## src/rtl/mem_access_pkg.sv

```systemverilog
// Shared types for the MEM-stage load/store engine: FSM states, funct3 codes,
// byte-enable patterns and the size/offset helpers used by the sub-word build.
package mem_access_pkg;

  typedef enum logic [1:0] {
    IDLE = 2'd0,
    REQ  = 2'd1,
    DONE = 2'd2
  } state_t;

  typedef enum logic [2:0] {
    F3_B  = 3'b000,
    F3_H  = 3'b001,
    F3_W  = 3'b010,
    F3_BU = 3'b100,
    F3_HU = 3'b101
  } funct3_t;

  typedef enum logic [3:0] {
    BE_BYTE = 4'b0001,
    BE_HALF = 4'b0011,
    BE_WORD = 4'b1111
  } be_pat_t;

  // size is funct3[1:0]; the reserved size code is treated as a word
  function automatic logic [3:0] be_for(input logic [1:0] size, input logic [1:0] off);
    case (size)
      2'b00:   return 4'(BE_BYTE) << off;
      2'b01:   return 4'(BE_HALF) << off;
      default: return 4'(BE_WORD);
    endcase
  endfunction

  function automatic logic misaligned(input logic [1:0] size, input logic [1:0] off);
    case (size)
      2'b00:   return 1'b0;
      2'b01:   return off[0];
      default: return off != 2'b00;
    endcase
  endfunction

endpackage

```

## src/rtl/mem_access_unit_if.sv

```systemverilog
// Data-memory req/ack port; master is the load/store engine, slave is the memory.
interface mem_access_unit_if #(parameter int DATA_W = 32);
  logic              req;
  logic              we;
  logic [DATA_W-1:0] addr;
  logic [DATA_W-1:0] wdata;
  logic [3:0]        be;
  logic              ack;
  logic [DATA_W-1:0] rdata;

  modport master (output req, we, addr, wdata, be, input ack, rdata);
  modport slave  (input req, we, addr, wdata, be, output ack, rdata);
endinterface

```

## src/rtl/load_align.sv

```systemverilog
// Load lane extraction and sign/zero extension; only present in the sub-word build.
`ifdef MEM_SUBWORD_EN
module load_align
  import mem_access_pkg::*;
#(
  parameter int DATA_W = 32
) (
  input  logic [DATA_W-1:0] rdata,
  input  logic [1:0]        off,
  input  logic [2:0]        funct3,
  output logic [DATA_W-1:0] data
);

  logic [7:0]  b;
  logic [15:0] h;

  always_comb begin
    b    = rdata[{off, 3'b000} +: 8];
    h    = rdata[{off[1], 4'b0000} +: 16];
    data = rdata;
    case (funct3)
      F3_B:    data = {{(DATA_W-8){b[7]}}, b};
      F3_BU:   data = {{(DATA_W-8){1'b0}}, b};
      F3_H:    data = {{(DATA_W-16){h[15]}}, h};
      F3_HU:   data = {{(DATA_W-16){1'b0}}, h};
      F3_W:    data = rdata;
      default: data = rdata;
    endcase
  end

endmodule
`endif

```

## src/rtl/mem_access_unit.sv

```systemverilog
// MEM-stage load/store engine: req/ack data-memory access with pipeline stall and timeout.
// Define MEM_SUBWORD_EN for byte/half accesses; default build is word-only.
//
// state | meaning
// IDLE  | no access in flight; non-memory ops pass straight through
// REQ   | request on the data port, waiting for ack or timeout
// DONE  | result presented to MEM/WB, stall released for one cycle
module mem_access_unit
  import mem_access_pkg::*;
#(
  parameter int DATA_W  = 32,
  parameter int TIMEOUT = 16
) (
  input  logic              clk_i,
  input  logic              rst_n_i,
  input  logic              MemRead_i,
  input  logic              MemWrite_i,
  input  logic [2:0]        funct3_i,
  input  logic              RegWrite_i,
  input  logic              MemtoReg_i,
  input  logic [DATA_W-1:0] ALUResult_i,
  input  logic [DATA_W-1:0] WriteData_i,
  input  logic [4:0]        RDaddr_i,
  mem_access_unit_if.master dmem,
  output logic              stall_o,
  output logic              err_o,
  output logic              RegWrite_o,
  output logic              MemtoReg_o,
  output logic [DATA_W-1:0] ALUResult_o,
  output logic [4:0]        RDaddr_o,
  output logic [DATA_W-1:0] Memdata_o
);

  localparam int CNT_W = (TIMEOUT > 1) ? $clog2(TIMEOUT) : 1;

  state_t            state_q, state_d;
  logic [DATA_W-1:0] addr_q, wdata_q, rdata_q;
  logic [DATA_W-1:0] addr_d, wdata_d, load_data;
  logic [3:0]        be_q, be_d;
  logic              we_q;
  logic [CNT_W-1:0]  cnt_q;
  logic              fail_q;
  logic              access, misalign, timeout_hit;

  assign access      = MemRead_i | MemWrite_i;
  assign timeout_hit = (TIMEOUT != 0) && (cnt_q == CNT_W'(TIMEOUT - 1));

`ifdef MEM_SUBWORD_EN
  logic [2:0] funct3_q;

  assign misalign = misaligned(funct3_i[1:0], ALUResult_i[1:0]);
  assign be_d     = be_for(funct3_i[1:0], ALUResult_i[1:0]);
  assign addr_d   = ALUResult_i;

  always_comb begin
    case (funct3_i[1:0])
      2'b00:   wdata_d = {(DATA_W/8){WriteData_i[7:0]}};
      2'b01:   wdata_d = {(DATA_W/16){WriteData_i[15:0]}};
      default: wdata_d = WriteData_i;
    endcase
  end

  always_ff @(posedge clk_i or negedge rst_n_i) begin
    if (!rst_n_i)                         funct3_q <= 3'b000;
    else if (state_q == IDLE && access)   funct3_q <= funct3_i;
  end

  load_align #(.DATA_W(DATA_W)) u_load_align (
    .rdata  (dmem.rdata),
    .off    (addr_q[1:0]),
    .funct3 (funct3_q),
    .data   (load_data)
  );
`else
  logic unused_funct3;

  assign unused_funct3 = ^funct3_i;
  assign misalign      = 1'b0;
  assign be_d          = 4'(BE_WORD);
  assign addr_d        = {ALUResult_i[DATA_W-1:2], 2'b00};
  assign wdata_d       = WriteData_i;
  assign load_data     = dmem.rdata;
`endif

  always_comb begin
    state_d = state_q;
    case (state_q)
      IDLE:    if (access) state_d = misalign ? DONE : REQ;
      REQ:     if (dmem.ack || timeout_hit) state_d = DONE;
      DONE:    state_d = IDLE;
      default: state_d = IDLE;
    endcase
  end

  always_ff @(posedge clk_i or negedge rst_n_i) begin
    if (!rst_n_i) begin
      state_q <= IDLE;
      addr_q  <= '0;
      wdata_q <= '0;
      rdata_q <= '0;
      be_q    <= '0;
      we_q    <= 1'b0;
      cnt_q   <= '0;
      fail_q  <= 1'b0;
    end else begin
      state_q <= state_d;
      fail_q  <= 1'b0;
      case (state_q)
        IDLE: if (access) begin
          addr_q  <= addr_d;
          wdata_q <= wdata_d;
          be_q    <= be_d;
          we_q    <= MemWrite_i;
          cnt_q   <= '0;
          rdata_q <= '0;
          fail_q  <= misalign;
        end
        // ack has priority over a timeout landing on the same cycle
        REQ: if (dmem.ack) begin
          if (!we_q) rdata_q <= load_data;
        end else if (timeout_hit) begin
          fail_q  <= 1'b1;
          rdata_q <= '0;
        end else begin
          cnt_q <= cnt_q + 1'b1;
        end
        default: ;
      endcase
    end
  end

  assign dmem.req   = (state_q == REQ);
  assign dmem.we    = we_q;
  assign dmem.addr  = addr_q;
  assign dmem.wdata = wdata_q;
  assign dmem.be    = be_q;

  assign stall_o     = rst_n_i & (((state_q == IDLE) & access) | (state_q == REQ));
  assign err_o       = fail_q;
  assign Memdata_o   = rdata_q;
  assign RegWrite_o  = RegWrite_i & ~fail_q;
  assign MemtoReg_o  = MemtoReg_i;
  assign ALUResult_o = ALUResult_i;
  assign RDaddr_o    = RDaddr_i;

endmodule
```

## src/flat_wrapper.sv

```systemverilog
// flat-port wrapper written by rule: the top's interface ports become plain ports
module mem_access_unit_flat import mem_access_pkg::*;
#(
  parameter int DATA_W  = 32,
  parameter int TIMEOUT = 16
)
  (clk_i, rst_n_i, MemRead_i, MemWrite_i, funct3_i, RegWrite_i, MemtoReg_i, ALUResult_i, WriteData_i, RDaddr_i, stall_o, err_o, RegWrite_o, MemtoReg_o, ALUResult_o, RDaddr_o, Memdata_o, dmem_req, dmem_we, dmem_addr, dmem_wdata, dmem_be, dmem_ack, dmem_rdata);
  mem_access_unit_if #(.DATA_W(DATA_W)) dmem_i ();
  input  logic clk_i;
  input  logic rst_n_i;
  input  logic MemRead_i;
  input  logic MemWrite_i;
  input  logic [2:0] funct3_i;
  input  logic RegWrite_i;
  input  logic MemtoReg_i;
  input  logic [DATA_W-1:0] ALUResult_i;
  input  logic [DATA_W-1:0] WriteData_i;
  input  logic [4:0] RDaddr_i;
  output logic stall_o;
  output logic err_o;
  output logic RegWrite_o;
  output logic MemtoReg_o;
  output logic [DATA_W-1:0] ALUResult_o;
  output logic [4:0] RDaddr_o;
  output logic [DATA_W-1:0] Memdata_o;
  output wire logic [$bits(dmem_i.req)-1:0] dmem_req;
  output wire logic [$bits(dmem_i.we)-1:0] dmem_we;
  output wire logic [$bits(dmem_i.addr)-1:0] dmem_addr;
  output wire logic [$bits(dmem_i.wdata)-1:0] dmem_wdata;
  output wire logic [$bits(dmem_i.be)-1:0] dmem_be;
  input wire logic [$bits(dmem_i.ack)-1:0] dmem_ack;
  input wire logic [$bits(dmem_i.rdata)-1:0] dmem_rdata;
  assign dmem_req = dmem_i.req;
  assign dmem_we = dmem_i.we;
  assign dmem_addr = dmem_i.addr;
  assign dmem_wdata = dmem_i.wdata;
  assign dmem_be = dmem_i.be;
  assign dmem_i.ack = dmem_ack;
  assign dmem_i.rdata = dmem_rdata;
  mem_access_unit #(.DATA_W(DATA_W), .TIMEOUT(TIMEOUT)) u_core (.clk_i(clk_i), .rst_n_i(rst_n_i), .MemRead_i(MemRead_i), .MemWrite_i(MemWrite_i), .funct3_i(funct3_i), .RegWrite_i(RegWrite_i), .MemtoReg_i(MemtoReg_i), .ALUResult_i(ALUResult_i), .WriteData_i(WriteData_i), .RDaddr_i(RDaddr_i), .dmem(dmem_i), .stall_o(stall_o), .err_o(err_o), .RegWrite_o(RegWrite_o), .MemtoReg_o(MemtoReg_o), .ALUResult_o(ALUResult_o), .RDaddr_o(RDaddr_o), .Memdata_o(Memdata_o));
endmodule
```

## config.mk

```make
export PLATFORM = sky130hd
export DESIGN_NAME = mem_access_unit_flat
export DESIGN_NICKNAME = d
export VERILOG_FILES = /design/src/rtl/mem_access_pkg.sv /design/src/rtl/mem_access_unit_if.sv /design/src/rtl/load_align.sv /design/src/rtl/mem_access_unit.sv /design/src/flat_wrapper.sv
export SDC_FILE = /design/constraint.sdc
export NUM_CORES = 1
export LEC_CHECK = 0
export CAP_MARGIN = 25
export CORE_MARGIN = 4
export CORE_UTILIZATION = 36
export CTS_BUF_LIST = sky130_fd_sc_hd__clkbuf_4 sky130_fd_sc_hd__clkbuf_8
export CTS_CLUSTER_SIZE = 12
export DETAILED_ROUTE_END_ITERATION = 16
export HOLD_SLACK_MARGIN = 0.02
export PLACE_DENSITY = 0.78
export SYNTH_ARGS = -nofsm -noshare
export SYNTH_HDL_FRONTEND = slang
export SYNTH_SLANG_ARGS = --single-unit
```

## constraint.sdc

```tcl
create_clock -name clk_i -period 1.5 [get_ports clk_i]
set_input_delay 0.3 -clock clk_i [delete_from_list [all_inputs] [get_ports clk_i]]
set_output_delay 0.3 -clock clk_i [all_outputs]
set_load 0.01 [all_outputs]
```

==> results.ini, run 1 <==
[logic_synthesis]
async_flop_share_pct=100
syn-cell-area_sq_mm=0.00450
yosysSeqAreaShare_pct=57.3
yosysUniqueCellTypes=28
ys_warn_count=0
yosys.area.top_type=dfrtp_1
synth_most_common_cell=nand2_1
synth_commonest_cells=nand2_1, dfrtp_1, buf_4, inv_1, mux2i_1
synthCells=486
ys.flop_type=dfrtp_1
ys_seq_elements=103
synthTopCellsByArea=dfrtp_1, nand2_1, buf_4, mux2i_1, inv_1
synth_top_area_share_pct=57.3
syn_avg_cell_area_sq_um=9.26
synth_enable_flop_cells=0

[grt]
grt_first_pass_wirelength_um=19900
grt_usage_pct=17.3
grt_pass1_vias=4017
grt_overflow=0
grt_max_degree=56
antenna_found_initial=0

[placed_design]
pre_cts_slack_ps=-393
gp_congestion=0.806
dpl.hpwl_um=9570
port_buffers=232
placed_cells=857

[pwr]
p_per_area_mw_per_mm2=1800
total_power_mw=12.7
p_leak_nw=3.69
ir_drop_v=0.000908

[critical_path]
cp.required_ps=1200
cp-start-kind=input pin
max_stage_delay_ps=500
end_kind=primary output
cp.arrival_ps=1220
path_buf_inv=2
path_class=input pin to primary output
critical_path.top_delay_family=buffers and inverters
critical_path.slowest_cell=clkdlybuf4s50_1
worstPathCellList=clkdlybuf4s50_1 -> nor3_2 -> nor3b_2 -> clkbuf_2
worst-path-max-fanout=2

[drt]
firstDrtPassIters=4
routed_wirelength_um=12600
drtIter0Drc=142
vias_per_cell=4.43
drc=0
ant_nets=0
wl_per_cell_um=14.4
via_count=3870

[cts]
clk_path_buf_depth=2
cts-htree-levels=3
cts_tree=built
clockRootBuffer=clkbuf_8
cts_num_sinks=103
clk_latency_ps=360
cts_hold_buf=0
clk_pin_slew_ps=100
cts-buffers-inserted=9

[die]
die_y_um=120
core_sq_mm=0.0121
die_area_sq_mm=0.0144
die_x_um=120
core.rowCount=40
io-pin-count=254
start_util_pct=37.2

[finish]
finish.utilization_pct=58.1
syn2layout_area_growth_pct=56.3
diodes=0
nNetsFinal=814
final_cells=874
layout-drive-gt1-share_pct=10.2

[timing]
finalHoldViolCount=0
period_needed_ps=1520
min_period_over_period_pct=102
setup_viol_count_final=3
worst_pin_slew_ps=690
fmax_mhz=656
final_max_slew_viol_count=0
finClkSkew_ps=11.4
worst_slack_ps=-24.9
finalSetupTns_ps=-40.9
rsz0062_at_grt=true
slew_headroom_pct=54.0

[worst_hold_path]
min_path_type=input pin to asynchronous set/reset pin

[flow_run]
cap_violations=0

[status]
violations=negative setup slack
outcome=complete, but fails checks

## where the power goes
part	total, mW	internal, mW	switching [mW]
Sequential	4.72	4.03	0.688
Combinational	6.25	3.01	3.25
Clock	1.72	0.785	0.937
## kinds of logic after synthesis
group / Yosys count / synth area share, %
AO/OA/AOI/OAI: 13 / 1.81
adder cells (fa/ha/maj): 1 / 0.278
buffers and inverters: 100 / 12.9
flip-flops: 103 / 57.3
multiplexers: 32 / 7.12
other: 1 / 0.0833
AND/OR/NAND/NOR: 236 / 20.6
## worst paths after layout
path,from,end,slack [ps],cells after the start
max,MemWrite_i,stall_o,-20,4
min,rst_n_i,u_core.dmem.addr[13],130,3
max reg2reg,u_core.state_q[0],u_core.Memdata_o[26],-10,5
min reg2reg,u_core.dmem.addr[16],u_core.dmem.addr[16],470,2
max in group asynchronous,rst_n_i,u_core.state_q[0],830,3
min in group clk_i,WriteData_i[16],u_core.dmem.wdata[16],450,3
## tightest hold or removal path, delay by kind of cell
family   cells  cell delay (ps)
buf+inv      3              670
## state kept, by name, indices dropped and copies added, names as in the netlist
signal	cells
u_core.Memdata_o	32
u_core.cnt_q	4
u_core.dmem.addr	30
u_core.dmem.be	1
u_core.dmem.wdata	32
u_core.dmem.we	1
u_core.err_o	1
u_core.state_q	2
## cell usage in the layout, fill, tap and decap left out, drive strengths merged, types with 2 or more instances in the layout
cell type      instances
nand3                  5
o21ai                  4
nor3                   4
buf                   37
clkdlybuf4s50         98
clkinv                 3
nor2                   2
nand2                220
nand2b                 2
dlygate4sd2          130
clkbuf                14
inv                   35
o21a                   2
mux2i                 32
dfrtp                103
conb                   2
a21oi                  4
## per-layer routing
| layer | GRT usage (%) | part of all wire (%) | up-vias |
|---|---|---|---|
| met4 | 7.44 | 2.5 | 0 |
| met2 | 30.1 | 51 | 157 |
| met5 | 0 | 0 | - |
| li1 | - | - | 1862 |
| met3 | 5.98 | 8.8 | 25 |
| met1 | 19.2 | 38 | 1826 |
## repair_timing
action,4_1_cts,5_1_grt
setup buffers,0,0
gates cloned,0,2
gates resized for setup,133,22
pin swaps,0,1
endpoints found under the setup margin,166,36
## cell type report
type / count / area [sq um]
Tap cell: 168 / 210
Fill cell: 1080 / 5070
Clock inverter: 5 / 60.1
Inverter: 35 / 134
Clock buffer: 10 / 131
Sequential cell: 103 / 2580
Multi-Input combinational cell: 284 / 1400
Timing Repair Buffer: 269 / 2520
## per-stage QoR
step,instance area [sq um],hold WS [ps]
floorplan,4510,4.41
global placement,6910,456
detailed placement,6910,462
CTS,6940,127
global route,7040,185
finish,7040,131
No activity file was read; power rests on OpenSTA's default activity.
==> run 2: changes to the inputs <==
CORE_MARGIN = 5   (was 4)
==> results.ini, run 2 (synthesized netlist as in run 1, its figures left out) <==
[pwr]
p_sw_share_pct=37.2
p_int_mw=8.28
p_leak_nw=3.75
seqPwrFrac_pct=35.6
ir_drop_v=0.000738
clockPowerShare_pct=16.3
combPwrFrac_pct=48.1
switchingPower_mw=4.91
p_per_area_mw_per_mm2=1850

[cts]
cts_num_sinks=103
clk_path_buf_depth=2
cts-htree-levels=3
clockRootBuffer=clkbuf_8
clk_latency_ps=370
clk_pin_slew_ps=100
cts_tree=built
cts-buffers-inserted=9

[finish]
syn2layout_area_growth_pct=58.5
nNetsFinal=815
fill_cells=1050
multi_input_area_sq_mm=0.00140
diodes=0
final_common_cell=nand2_1
layout-drive-gt1-share_pct=10.3
layout_common_cells=nand2_1, dlygate4sd2_1, dfrtp_1
seq_area_sq_mm=0.00258

[drt]
drtIter0Drc=178
wl_per_cell_um=14.7
drc=0
firstDrtPassIters=4
ant_nets=0
vias_per_cell=4.43
via_count=3885
routed_wirelength_um=12800

[critical_path]
cp-start-kind=flip-flop
cp.arrival_ps=1810
crit_start=u_core.state_q[1]
worst-path-max-fanout=10
worstPathCellList=buf_6 -> nor2_1 -> o21a_2 -> o21a_4 -> buf_12 -> mux2i_2
max_stage_delay_ps=410
r2r-start=u_core.state_q[1]
end_kind=flip-flop
cp.required_ps=1780
path_class=flip-flop to flip-flop
critical_path.slowest_cell=dfrtp_1

[timing]
whs_ps=453
final_max_slew_viol_count=0
rsz0062_at_grt=true
worst_pin_slew_ps=568
fmax_mhz=654
finalHoldViolCount=0
finClkSkew_ps=9.00
slew_headroom_pct=62.1
min_period_over_period_pct=102
worst_slack_ps=-28.5
setup_viol_count_final=3
period_needed_ps=1530

[die]
die_x_um=122
die_y_um=122
die_area_sq_mm=0.0148
io-pin-count=254
core.rowCount=40
core_sq_mm=0.0121
start_util_pct=37.2

[status]
violations=negative setup slack
outcome=complete, but fails checks

[grt]
antenna_found_initial=0
grt_pass1_vias=4283
grt_overflow=0
grt_usage_pct=17.6
grt_max_degree=104
grt_first_pass_wirelength_um=20800

[placed_design]
dpl.hpwl_um=9630
pre_cts_slack_ps=-390
gp_congestion=0.775
port_buffers=232

[worst_hold_path]
hold_path_startpoint=WriteData_i[24]
min_path_type=input pin to flip-flop

[flow_run]
cap_violations=0

[run 2: cell types whose count changed in the layout (fill, tap and decap cells not counted), moves of 2 or more]
cell           change
buf_4              -3
dlygate4sd2_1      -3
bufinv_16          +2
buf_6              +2
buf_12             +3
[run 2: layout make-up]
class,instances,area share (%)
flip-flops and latches,103,36.1
repair buffers,270,35.9
multi-input cells,284,19.6
well taps,168,2.95
clock buffers,10,1.93
inverters,35,1.88
clock inverters,6,1.63
[run 2: path summary, 6_finish.rpt]
kind	to	slack (ps)	cells past startpoint
max	u_core.Memdata_o[19]	-30	6
min	u_core.dmem.wdata[24]	450	3
max reg2reg	u_core.Memdata_o[19]	-30	6
min reg2reg	u_core.dmem.wdata[29]	470	2
max in group asynchronous	u_core.cnt_q[1]	440	3
min in group asynchronous	u_core.Memdata_o[26]	610	3
[run 2: power by group through the flow]
stage | clock network (mW) | registers [mW] | logic, mW
2_1_floorplan | 0 | 5.30 | 2.58
3_3_place_gp | 0 | 4.73 | 6.73
3_5_place_dp | 0 | 4.79 | 6.88
4_1_cts | 2.24 | 4.70 | 6.26
5_1_grt | 2.35 | 4.87 | 6.98
6_report | 2.15 | 4.69 | 6.35
[run 2: repair_timing]
action                     4_1_cts  5_1_grt
hold endpoints to repair         3        0
pin swaps                        1        2
setup buffers                    4        2
gates resized for setup        149       16
cloned                           1        1
hold buffers                     1        0
setup endpoints to repair      165       95
[run 2: metal layers]
metal | global-route usage (%) | up-vias | part of all wire, %
li1 | - | 1872 | -
met1 | 19.9 | 1816 | 39
met5 | 0 | - | 0
met2 | 29.8 | 170 | 49
met4 | 7.63 | 0 | 2.6
met3 | 6.31 | 27 | 9.7
[run 2: worst max-delay path: cells and delay by family, from the launching register on]
family	cells	cell delay (ps)
buffers and inverters	2	300
muxes	1	220
and+or+nand+nor	1	110
AOI/OAI and AO/OA	2	400
DFF	1	410
[run 2: per-stage QoR]
| step | std cells | power, mW | util (%) | cell area (sq um) | setup TNS [ps] |
|---|---|---|---|---|---|
| 2_1_floorplan | 487 | 7.88 | - | 4510 | 0 |
| 3_3_place_gp | 853 | 11.5 | 57.0 | 6910 | -23620 |
| 3_5_place_dp | 853 | 11.7 | 57.0 | 6910 | -24550 |
| 4_1_cts | 875 | 13.2 | 58.5 | 7090 | -122 |
| 5_1_grt | 876 | 14.2 | 58.9 | 7130 | -2120 |
| 6_report | 876 | 13.2 | 58.9 | 7130 | -39.8 |
==> run 3: changes to the inputs <==
CTS_CLUSTER_DIAMETER = 100   (was not set)
==> results of run 3 <==
Final layout, timing and power as in run 2 (identical DEF).
